$ cat config.mk
export PLATFORM = sky130hd
export DESIGN_NAME = reg_write_queue
export DESIGN_NICKNAME = d
export VERILOG_FILES = /design/src/rtl/reg_write_queue.sv
export SDC_FILE = /design/constraint.sdc
export NUM_CORES = 1
export LEC_CHECK = 0
export CELL_PAD_IN_SITES_DETAIL_PLACEMENT = 0
export CELL_PAD_IN_SITES_GLOBAL_PLACEMENT = 1
export CORE_ASPECT_RATIO = 1.1
export CORE_MARGIN = 4
export CORE_UTILIZATION = 56
export CTS_CLUSTER_DIAMETER = 80
export DETAILED_ROUTE_END_ITERATION = 8
export DONT_BUFFER_PORTS = 1
export GPL_TIMING_DRIVEN = 0
export PLACE_DENSITY = 0.91
export REMOVE_ABC_BUFFERS = 1
export SYNTH_ARGS = -nofsm -noshare
export SYNTH_HDL_FRONTEND = slang
export SYNTH_SLANG_ARGS = --single-unit
export TNS_END_PERCENT = 50
$ cat constraint.sdc
create_clock -name clk -period 6.3 [get_ports clk]
set_clock_uncertainty 0.05 [all_clocks]
set_input_delay 0.63 -clock clk [delete_from_list [all_inputs] [get_ports clk]]
set_output_delay 0.63 -clock clk [all_outputs]
set_load 0.05 [all_outputs]
$ cat src/rtl/reg_write_queue.sv
// reg_write_queue
//   Small FIFO of pending register-file writes. Producers enqueue
//   (register, data) pairs; the register file drains the head entry.
//   Writes to register 0 complete the handshake but are never stored.
//   Optional forwarding lets two read ports see the newest pending
//   write to the register they are reading.
//
// Configuration macro:
//   REG_WQ_FORWARD_EN  - compile in the forward lookup; when undefined the
//                        fwd* outputs are tied to zero (ports remain).
//
// Ports:
//   clk, rst           clock, synchronous active-high reset
//   flush              discard all pending entries next cycle
//   inValid/inReady    enqueue handshake; inReg/inData carry the write
//   outRegWrite        head entry present (register-file write enable)
//   outWriteRegister   head entry register address
//   outWriteData       head entry data
//   outAck             register file consumes the head this cycle
//   fwdReg1/2          read addresses checked against pending writes
//   fwdHit1/2          a pending write to that register exists
//   fwdData1/2         data of the newest matching pending write
//   count              number of stored entries
module reg_write_queue #(
  parameter int unsigned WordLen   = 32,
  parameter int unsigned WordCount = 16,
  parameter int unsigned Depth     = 4,
  localparam int unsigned AW = (WordCount > 1) ? $clog2(WordCount) : 1,
  localparam int unsigned PW = $clog2(Depth),
  localparam int unsigned CW = PW + 1
) (
  input  logic               clk,
  input  logic               rst,
  input  logic               flush,
  input  logic               inValid,
  output logic               inReady,
  input  logic [AW-1:0]      inReg,
  input  logic [WordLen-1:0] inData,
  output logic               outRegWrite,
  output logic [AW-1:0]      outWriteRegister,
  output logic [WordLen-1:0] outWriteData,
  input  logic               outAck,
  input  logic [AW-1:0]      fwdReg1,
  input  logic [AW-1:0]      fwdReg2,
  output logic               fwdHit1,
  output logic               fwdHit2,
  output logic [WordLen-1:0] fwdData1,
  output logic [WordLen-1:0] fwdData2,
  output logic [CW-1:0]      count
);

  logic [AW-1:0]      r_reg  [Depth];
  logic [WordLen-1:0] r_data [Depth];
  logic [PW-1:0]      r_wptr;
  logic [PW-1:0]      r_rptr;
  logic [CW-1:0]      r_count;

  logic w_accept;
  logic w_enq;
  logic w_deq;

  assign inReady  = (r_count < CW'(Depth));
  assign w_accept = inValid & inReady & ~flush;
  // Register 0 writes are acknowledged but dropped.
  assign w_enq    = w_accept & (inReg != '0);
  assign w_deq    = outRegWrite & outAck & ~flush;

  always_ff @(posedge clk) begin
    if (rst || flush) begin
      r_wptr  <= '0;
      r_rptr  <= '0;
      r_count <= '0;
    end else begin
      if (w_enq) r_wptr <= r_wptr + 1'b1;
      if (w_deq) r_rptr <= r_rptr + 1'b1;
      case ({w_enq, w_deq})
        2'b10:   r_count <= r_count + 1'b1;
        2'b01:   r_count <= r_count - 1'b1;
        default: r_count <= r_count;
      endcase
    end
  end

  // Storage needs no reset: pointers and count define which slots are live.
  always_ff @(posedge clk) begin
    if (w_enq) begin
      r_reg[r_wptr]  <= inReg;
      r_data[r_wptr] <= inData;
    end
  end

  assign count            = r_count;
  assign outRegWrite      = (r_count != '0);
  // Gated so a drained queue presents zeros rather than stale slot contents.
  assign outWriteRegister = outRegWrite ? r_reg[r_rptr]  : '0;
  assign outWriteData     = outRegWrite ? r_data[r_rptr] : '0;

`ifdef REG_WQ_FORWARD_EN
  logic [PW-1:0] w_idx;

  // Walk live entries oldest to newest so the newest match overwrites.
  always_comb begin
    fwdHit1  = 1'b0;
    fwdHit2  = 1'b0;
    fwdData1 = '0;
    fwdData2 = '0;
    w_idx    = '0;
    for (int unsigned i = 0; i < Depth; i++) begin
      w_idx = r_rptr + PW'(i);
      if (CW'(i) < r_count) begin
        if ((fwdReg1 != '0) && (r_reg[w_idx] == fwdReg1)) begin
          fwdHit1  = 1'b1;
          fwdData1 = r_data[w_idx];
        end
        if ((fwdReg2 != '0) && (r_reg[w_idx] == fwdReg2)) begin
          fwdHit2  = 1'b1;
          fwdData2 = r_data[w_idx];
        end
      end
    end
  end
`else
  logic w_unused_fwd;
  assign w_unused_fwd = ^{fwdReg1, fwdReg2};
  assign fwdHit1  = 1'b0;
  assign fwdHit2  = 1'b0;
  assign fwdData1 = '0;
  assign fwdData2 = '0;
`endif

endmodule
Yosys cells after proc, flatten, opt, wreduce, memory -nomap -nowiden
Memory sizes are Yosys's and may differ from the RTL's. A register that Yosys moved wholly into a read port is not among the register bits. Index checks and enable logic that the tools add are counted.

Flip-flop bits (word level): 7. Bits in writable memories: 144. Input port bits: 49. Output and inout bits: 107. Memories kept: 2.

Add/subtract/negate cells: 4. $lt $le $gt $ge: 1. Equal/unequal tests: 2. Muxes and demuxes: 9. Bitwise gates (word level): 6. Reduce and logical (&&, ||, !) cells: 4.

Memory list: r_data (depth 4, bits a word 32, read ports 1, clocked after memory_dff 1, wr ports 1, line 53) `logic [WordLen-1:0] r_data [Depth];`; r_reg (depth 4, bits a word 4, read ports 1, clocked after memory_dff 1, wr ports 1, line 52) `logic [AW-1:0] r_reg [Depth];`.

Operators with widths (number): $mux W32 (1); $mux W2 (4); $pmux W3 S2 (1); $and A1 B1 Y1 (5); $add A2 B1 Y2 const B (2); $mux W4 (1); $reduce_bool A4 Y1 (1); $add A3 B1 Y3 const B (1); $lt A3 B3 Y1 const B (1); $reduce_bool A3 Y1 (1); $sub A3 B1 Y3 const B (1); $eq A2 B1 Y1 const B (1); $eq A2 B2 Y1 const B (1); $mux W1 (2); $reduce_bool A2 Y1 (1); $logic_or A1 B1 Y1 (1); $not A1 Y1 (1).

Longest topological paths before layout
Gate-level depths: netlist (run 1).

Depth in word-level cells: 6. Mapped depth: 9. Mapped depth without buffers: 9.

Worst setup path before layout (run 1)
Ideal clock, no wire load.

Path type: register to output. From: register r_count[2] (netlist: count[2]). To: output outWriteData[10]. Arrival time: 1917 ps. Required time: 5620 ps. Slack: 3703 ps. Cell stages (with the launch flop): 5. Buffers on the path: 2. Cell sequence: dfxtp_1 > nor3_1 > buf_2 > buf_2 > nor2b_1.

Longest elaborated chain between the ends: 2.

RTL lines: start, declared (line 56) `logic [CW-1:0] r_count;`; start signal, assigned (line 77) `2'b10: r_count <= r_count + 1'b1;`; start signal, assigned (line 78) `2'b01: r_count <= r_count - 1'b1;`; start signal, assigned (line 79) `default: r_count <= r_count;`; $reduce_bool A3 Y1 (line 93) `assign outRegWrite = (r_count != '0);`; $mux W32 (line 96) `assign outWriteData = outRegWrite ? r_data[r_rptr] : '0;`; end, declared (line 41) `output logic [WordLen-1:0] outWriteData,`.

Every way passes these cells.

Worst setup path in the final report (run 1)
From: register r_count[2] (netlist: count[2]). To: output outWriteRegister[1].

Longest elaborated chain between the ends: 2.

RTL lines: $reduce_bool A3 Y1 (line 93); $mux W4 (line 95) `assign outWriteRegister = outRegWrite ? r_reg[r_rptr] : '0;`; end, declared (line 40) `output logic [AW-1:0] outWriteRegister,`.

Every way passes these cells.

==> reports/summary.md, run 1 <==
Setup repair after global routing left no endpoint under its margin. Along the worst path, the maximum fanout reaches 13. The path class of the tightest hold or removal check is in -> reg. The routed design uses 5.26 mm of met2 wire.

For the number of hold buffers added after CTS, the log shows 0. Area share of the leading cell type in the synthesized netlist: 0.668. For this run, the post-layout net count is 423.

The Yosys step of the flow raised 0 warnings. The register with the most flip-flops in the layout has 128 of them. The tools report the full die area as 13,300 um2.

Final routed wirelength across all metal layers: 10.5 mm. The tools report the root buffer cell as sky130_fd_sc_hd__clkbuf_16. STA classifies the critical path endpoint as an output pin. The initial core utilization is 0.582. The library cell appearing most often on the critical path is sky130_fd_sc_hd__buf_6. The largest net degree at the start of global routing was 20; the post-synthesis register bit count was 153. The first global-routing pass estimated 16.4 mm of wire. The longest clock path from root to sink contains 2 buffers. Summed over all instances, the cell type with the most area after synthesis is sky130_fd_sc_hd__edfxtp_1.

The number of iterations in the first detailed-routing pass was 4; the worst setup margin was 3.07 ns. Post-CTS timing repair inserted 0 buffers for setup. Timing would allow up to 310 MHz. Max-cap violations in this run came to 0. Number of clock sinks seen by CTS: 153.

For the worst setup path, the data required time is 5.62 ns. Once detailed placement completed, the half-perimeter wirelength came to 6.83 mm. The mean routed wirelength per cell was 20.0 um. In this run, post-CTS repair resized a total of 0 instances. Routability-driven placement finished with a final weighted congestion of 0.706. The total count of max-transition violations in the final report was 0; the total grt overflow was 0. Via count of the first global-routing pass: 2,966.

Buffers placed on the I/O ports in this run total 0. The part of the Yosys area used for sequential elements was 0.696; the number of buffers inserted during clock tree synthesis was 17. The arrival time reported for the critical path endpoint came out at 2.55 ns. The repair_antennas step left the layout with diodes totalling 0. The final hold violation count came out at 0. The run gives 1580 um2 as the multi-input combinational cell area. The initial antenna violation count is 0, and the global router's overall resource usage is 0.165.

The routed wire length on met3 is 992 um. TritonCTS built the clock tree. The number of distinct library cell variants in the gate-level netlist after synthesis was 31; the synthesized netlist cell count was 354. The analysis attributes to cell leakage a power of 2.32 nW. The post-synthesis area per instance is 18.3 um2, and the H-tree depth reported by CTS is 4. Routed signal wires occupy layers up through met4. After floorplanning, the core was sized to cover 11,100 um2. The width of the die was 110 um. Broken down by cell family, the worst path's largest delay share belongs to simple AND/OR/NAND/NOR gates. The number of buffers and inverters on the critical path was 2; the remaining routing DRC violations was 0. The worst ir drop on vdd was 189 uV.

For the final routed database, the setup TNS stands at 0 ns. In the layout the commonest cells are sky130_fd_sc_hd__edfxtp_1, sky130_fd_sc_hd__conb_1, sky130_fd_sc_hd__mux4_2. The total via count in the routed design was 2,816.

Type of the setup path with the least slack: reg -> out. Total power for the finished layout comes to 2.31 mW. The part of the cycle the worst path needs works out to 0.512. The tightest slew margin relative to the limit was 0.311. For this design the top-level I/O count stands at 156.

The number of placed instances, taps included, is 496. STA classifies the critical path startpoint as a register. The finished layout holds 524 standard cells, fillers aside. After detailed routing, the wire length on met1 is 4.09 mm. Dividing total power by cell area gives a power density of 326 nW/um2. The library cell used most frequently in the layout, excluding fill and tap cells, is sky130_fd_sc_hd__edfxtp_1.

After synthesis, the cell types taking the most area are sky130_fd_sc_hd__edfxtp_1, sky130_fd_sc_hd__mux4_2, sky130_fd_sc_hd__buf_4. For this design, the slowest cell found on the critical path is sky130_fd_sc_hd__nor2b_1. The number of routed nets with antenna violations is 0. The clock transition time at the flip-flop clock pins of the worst setup and hold paths is 0.06 ns.

The total of fill cells in the finished design came out at 774. The actual slew at the worst max-slew pin was 1.03 ns; the detail-routed via count per cell was 5.37. The area growth from synthesis to layout is 9.38%. The iteration-0 DRC count of the detailed router is 100, and the fraction of layout cells with a size suffix above 1 is 0.207. The critical path goes through nor3_2 > buf_6 > buf_6 > nor2b_1. For this run, the slowest stage of the critical path takes 0.79 ns. The sequential cell area in the final layout was 4510 um2. Timing analysis after detailed placement gives a worst setup slack of 3.45 ns.

Row generation in the floorplan step produced 40 rows. The tools report the clock insertion delay at the later pin of the skew report as 0.41 ns. From bottom edge to top edge, the die measures 121 um. The run finished with clean final reports.

The final critical delay including setup and external delays came out at 3.23 ns. The logs give 0.637 for the final standard cell utilization of the core and 0 for the final number of setup-violating endpoints. The synthesized area is 6470 um2.
## worst register-to-register path, stage by stage (launching register included)
cell	delay [ns]
sky130_fd_sc_hd__dfxtp_1	0.77
sky130_fd_sc_hd__o31ai_1	0.25
sky130_fd_sc_hd__nor2_1	0.13
sky130_fd_sc_hd__ha_1	0.19
sky130_fd_sc_hd__inv_1	0.06
sky130_fd_sc_hd__fa_1	0.37
sky130_fd_sc_hd__xor2_1	0.16
sky130_fd_sc_hd__or3_1	0.30
sky130_fd_sc_hd__a21oi_1	0.14
## kinds of logic after synthesis
kind of cell	after synthesis	share of synthesized area
buffers and inverters	87	0.0988
xor gates and xnor gates	3	0.00406
muxes	36	0.125
and+or+nand+nor	58	0.0543
adders and majority gates	6	0.0128
AOI/OAI and AO/OA	10	0.00812
DFF	153	0.696
other	1	0.000579
## worst paths after layout
kind	startpoint	to	slack [ns]	cells past startpoint
worst max-delay path	count[2]	outWriteRegister[1]	3.07	4
worst min-delay path	inData[9]	r_data[2][9]	0.26	0
worst max register to register	count[2]	count[2]	3.81	8
worst min register to register	r_rptr[1]	register	0.45	2
## synth_stat cells (all sizes together)
cell and n:
mux4 36, dfxtp 9, nand2 1, a21oi 5, nor2b 36, clkbuf 3, o31ai 1, nor4 1
and3 4, xor2 3, nor3b 1, or3 2, ha 5, inv 8, edfxtp 144, nor3 1
or4 1, or3b 1, conb 1, buf 76, or2 1, o21ai 4, nand3 2, fa 1
nor2 7
## stage by stage
stage          hold slack [ns]  instance area, um2
2_1_floorplan            0.415                6110
3_3_place_gp             0.423                6290
3_5_place_dp             0.439                6490
4_1_cts                  0.244                7080
5_1_grt                  0.237                7080
6_report                 0.262                7080
## area by class of cell
cell class / count / share of cell area
clock inverters: 9 / 0.0214
well taps: 147 / 0.0260
flip-flops and latches: 153 / 0.637
repair buffers: 9 / 0.0270
multi-input cells: 179 / 0.223
clock buffers: 19 / 0.0612
inverters: 8 / 0.00424
## per-layer routing
layer / vias up / global-route usage
met5: - / 0
met4: 0 / 0.0577
met3: 14 / 0.0681
met2: 141 / 0.267
met1: 1427 / 0.203
li1: 1234 / -
## where the power goes
part / switching, mW / leakage [nW] / internal, mW
logic: 0.138 / 0.666 / 0.0251
registers: 0.00596 / 1.38 / 1.13
clock network: 0.360 / 0.276 / 0.652
Note: power is estimated with default switching activity, not from simulation.
==> run 2: changes to the inputs <==
CORE_UTILIZATION = 47   (was 56)
PLACE_DENSITY = 0.83   (was 0.91)
clock period = 2.61 ns   (was 6.3 ns; I/O delays follow)
==> run 2 against run 1 <==
Non-clock buffer count rose by 39. Sequential share of layout area fell by 3.8 points. Register-to-register slack got worse by 3.7 ns. Clock power rose by 130%. Critical endpoint is now count[2]. Largest power group unchanged. Highest routed layer unchanged.
==> reports/summary.md, run 2 (synthesized netlist as in run 1, its figures left out) <==
The flow ran to the end, and the final reports show no timing, DRC or antenna violations. The number of cell instances on the worst register-to-register path works out to 8 (unchanged). The H-tree depth reported by CTS is 4 (unchanged), and the iteration-0 DRC count of the detailed router is 147 (+47%). The run gives 0 (unchanged) as the final number of setup-violating endpoints.

The number of diodes added for antenna fixing is 0 (unchanged), and the number of buffers inserted during clock tree synthesis is 17 (unchanged). Required time at the endpoint of the critical path: 2.90 ns (-2.72 ns). The startpoint identified for the worst register-to-register timing path is count[1].

Setup repair after global routing left no endpoint under its margin. Placeable core area: 13,300 um2 (+20%). The top cell types in the final layout, fill and taps aside, are sky130_fd_sc_hd__edfxtp_1, sky130_fd_sc_hd__conb_1, sky130_fd_sc_hd__mux4_2, sky130_fd_sc_hd__dlygate4sd3_1, sky130_fd_sc_hd__nor2b_2.

The count of placed standard cells in the final layout, fillers left out was 603 (+15%). TritonCTS built the clock tree. Combinational fraction of design power: 0.086 (+0.015). Final routed wirelength across all metal layers: 11.4 mm (+8.9%). The part of the cycle the worst path needs works out to 0.952. The run gives 6 (+2) as the number of iterations in the first detailed-routing pass.

The number of ports placed on the die boundary was 156 (unchanged). The root buffer cell was sky130_fd_sc_hd__clkbuf_16. The top fanout value on the critical path was 5 (-8); the total via count in the routed design was 2,978 (+5.8%).

The fraction of layout cells with a size suffix above 1 is 0.291 (+0.0843). The worst setup margin was 0.125 ns (-2.95 ns). Derived from the worst setup path, the maximum achievable clock frequency is 402 MHz. For the slack of the worst reg-to-reg path, the log shows 0.13 ns (-3.68 ns). STA classifies the critical path endpoint as a register.

Tightest slew margin relative to the limit: 0.547 (+0.236). The mean routed wirelength per cell came out at 18.9 um (-5.3%). The arrival time reported for the critical path endpoint was 2.78 ns (+0.23 ns). The worst hold path begins at outAck. The instance count along the most critical hold path is 3 (+3). The total instance count after detailed placement is 532 (+7.3%), and the total grt overflow is 0 (unchanged). The tools report the register share of total power as 0.496 (+0.005).

The library cell used most frequently in the layout, excluding fill and tap cells, is sky130_fd_sc_hd__edfxtp_1. Reported leakage power: 2.50 nW (+7.7%). The logs give 0.143 ns (-3.30 ns) for the setup slack after placement and 0.486 (-0.0967) for the initial core utilization. The run gives 3,066 (+3.4%) as the via count of the first global-routing pass. The type of the setup path with the least slack was reg -> reg. The number of port buffers works out to 0 (unchanged).

The chip height is 131 um (+8.5%). The final hold violation count came out at 0 (unchanged). The largest net degree at the start of global routing is 37 (+85%). The fraction of power consumed by the clock network came out at 0.418 (-0.020). The flip-flop count of the largest register, all copies and words added works out to 128 (unchanged). The multi-input combinational cell area is 1680 um2 (+5.9%). The worst ir drop on vdd was 501 uV (+160%).

The run gives 0 (unchanged) as the number of routed nets with antenna violations. The total count of max-transition violations in the final report was 0 (unchanged); the number of placement rows was 44 (+10%). The power spent charging and discharging nets is 1.29 mW (+160%). The actual slew at the worst max-slew pin was 0.678 ns (-0.353 ns); the full die area was 15,700 um2 (+18%). For the initial antenna violation count, the log shows 0 (unchanged).

The final critical delay including setup and external delays was 2.48 ns; the first-pass GRT wire length was 16.9 mm (+3.0%). The width of the die is 120 um (+8.5%). Buffer depth of the longest clock path: 2 (unchanged).

The number of maximum-capacitance constraint violations came out at 0 (unchanged). The number of clock sinks seen by CTS is 153 (unchanged), and the sequential cell area in the final layout is 4510 um2 (+0.11%). For the global router's overall resource usage, the log shows 0.147 (-0.0181). The detail-routed via count per cell was 4.94 (-8.1%); the placed wire-length estimate was 6.95 mm (+1.7%). The routability-driven placement congestion ratio came out at 0.671 (-4.9%). The clock insertion delay at the later pin of the skew report was 0.41 ns (about the same). The switching part of the total is 0.235 (+0.0168), and the final-stage net count is 462 (+9.2%). The remaining routing DRC violations was 0 (unchanged). The worst flop-to-flop path endpoint is count[2]. Compared with the post-synthesis result, the final layout area differs by 16.5%. For the total of fill cells in the finished design, the log shows 1,028 (+33%).

The ratio of total power to cell area works out to 730 nW/um2 (+120%). For the internal cell power, the log shows 4.21 mW (+130%). The min-delay analysis places its worst path in the category in -> reg. The clock transition time at the flip-flop clock pins of the worst setup and hold paths works out to 0.06 ns (about the same). The critical path startpoint category is a register.
==> run 2: changes by cell type in the layout (fill, tap and decap cells not counted), moves of 5 or more <==
cell	before	now
sky130_fd_sc_hd__dlygate4sd3_1	0	36
sky130_fd_sc_hd__nor2b_1	35	0
sky130_fd_sc_hd__buf_16	5	0
sky130_fd_sc_hd__buf_12	1	6
sky130_fd_sc_hd__nor2b_2	0	35
==> run 2: worst max-delay path by stage <==
stage,from,end
after floorplan,count[2],outRegWrite
after global placement,count[2],outWriteData[11]
after detailed placement,count[2],count[2]
after CTS,count[2],outWriteData[7]
after global routing,count[1],count[2]
final,count[1],count[2]
==> run 2: critical path, cell delays in order, from the launching register on <==
cell	delay [ns]
sky130_fd_sc_hd__dfxtp_1	0.76
sky130_fd_sc_hd__o31ai_1	0.22
sky130_fd_sc_hd__nor2_1	0.14
sky130_fd_sc_hd__ha_1	0.19
sky130_fd_sc_hd__inv_1	0.06
sky130_fd_sc_hd__fa_1	0.37
sky130_fd_sc_hd__xor2_1	0.17
sky130_fd_sc_hd__or3_1	0.32
sky130_fd_sc_hd__a21oi_1	0.14
==> run 2: timing repair <==
| action | in CTS | in global routing |
|---|---|---|
| hold buffers | 36 | 0 |
| pin swaps | 0 | 0 |
| endpoints found under the setup margin | 35 | 37 |
| resized for setup | 29 | 9 |
| setup buffers | 0 | 4 |
| endpoints found under the hold margin | 144 | 0 |
==> run 2: layer usage <==
metal	vias up	routed length [um]	global-route usage
met5	-	0	0
met4	0	189	0.0606
met3	14	835	0.0511
met2	123	5700	0.242
met1	1522	4670	0.181
li1	1319	-	-
==> run 2: cell type report <==
cell class	count	area share
multi-input combinational	179	0.222
sequential	153	0.599
inverter	8	0.00398
tap	184	0.0305
clock inverter	14	0.0174
timing repair buffer	48	0.0707
clock buffer	17	0.0564
==> run 2: power groups by stage <==
| stage | logic, mW | clock network [mW] | registers [mW] |
|---|---|---|---|
| detailed placement | 0.388 | 0 | 2.79 |
| CTS | 0.463 | 2.36 | 2.74 |
| global route | 0.497 | 2.47 | 2.73 |
| finish | 0.472 | 2.30 | 2.73 |
| floorplan | 0.352 | 0 | 2.79 |
| global placement | 0.378 | 0 | 2.79 |
==> run 2: stage by stage <==
stage	util	power (mW)	hold slack [ns]	setup TNS, ns	area (um2)
global placement	0.476	3.17	0.310	-228.91	6340
global route	0.566	5.70	0.0556	0	7540
detailed placement	0.486	3.18	0.310	0	6480
CTS	0.561	5.56	0.0365	-1.20	7470
finish	0.566	5.50	0.0672	0	7540
floorplan	-	3.14	0.310	-45.13	6110
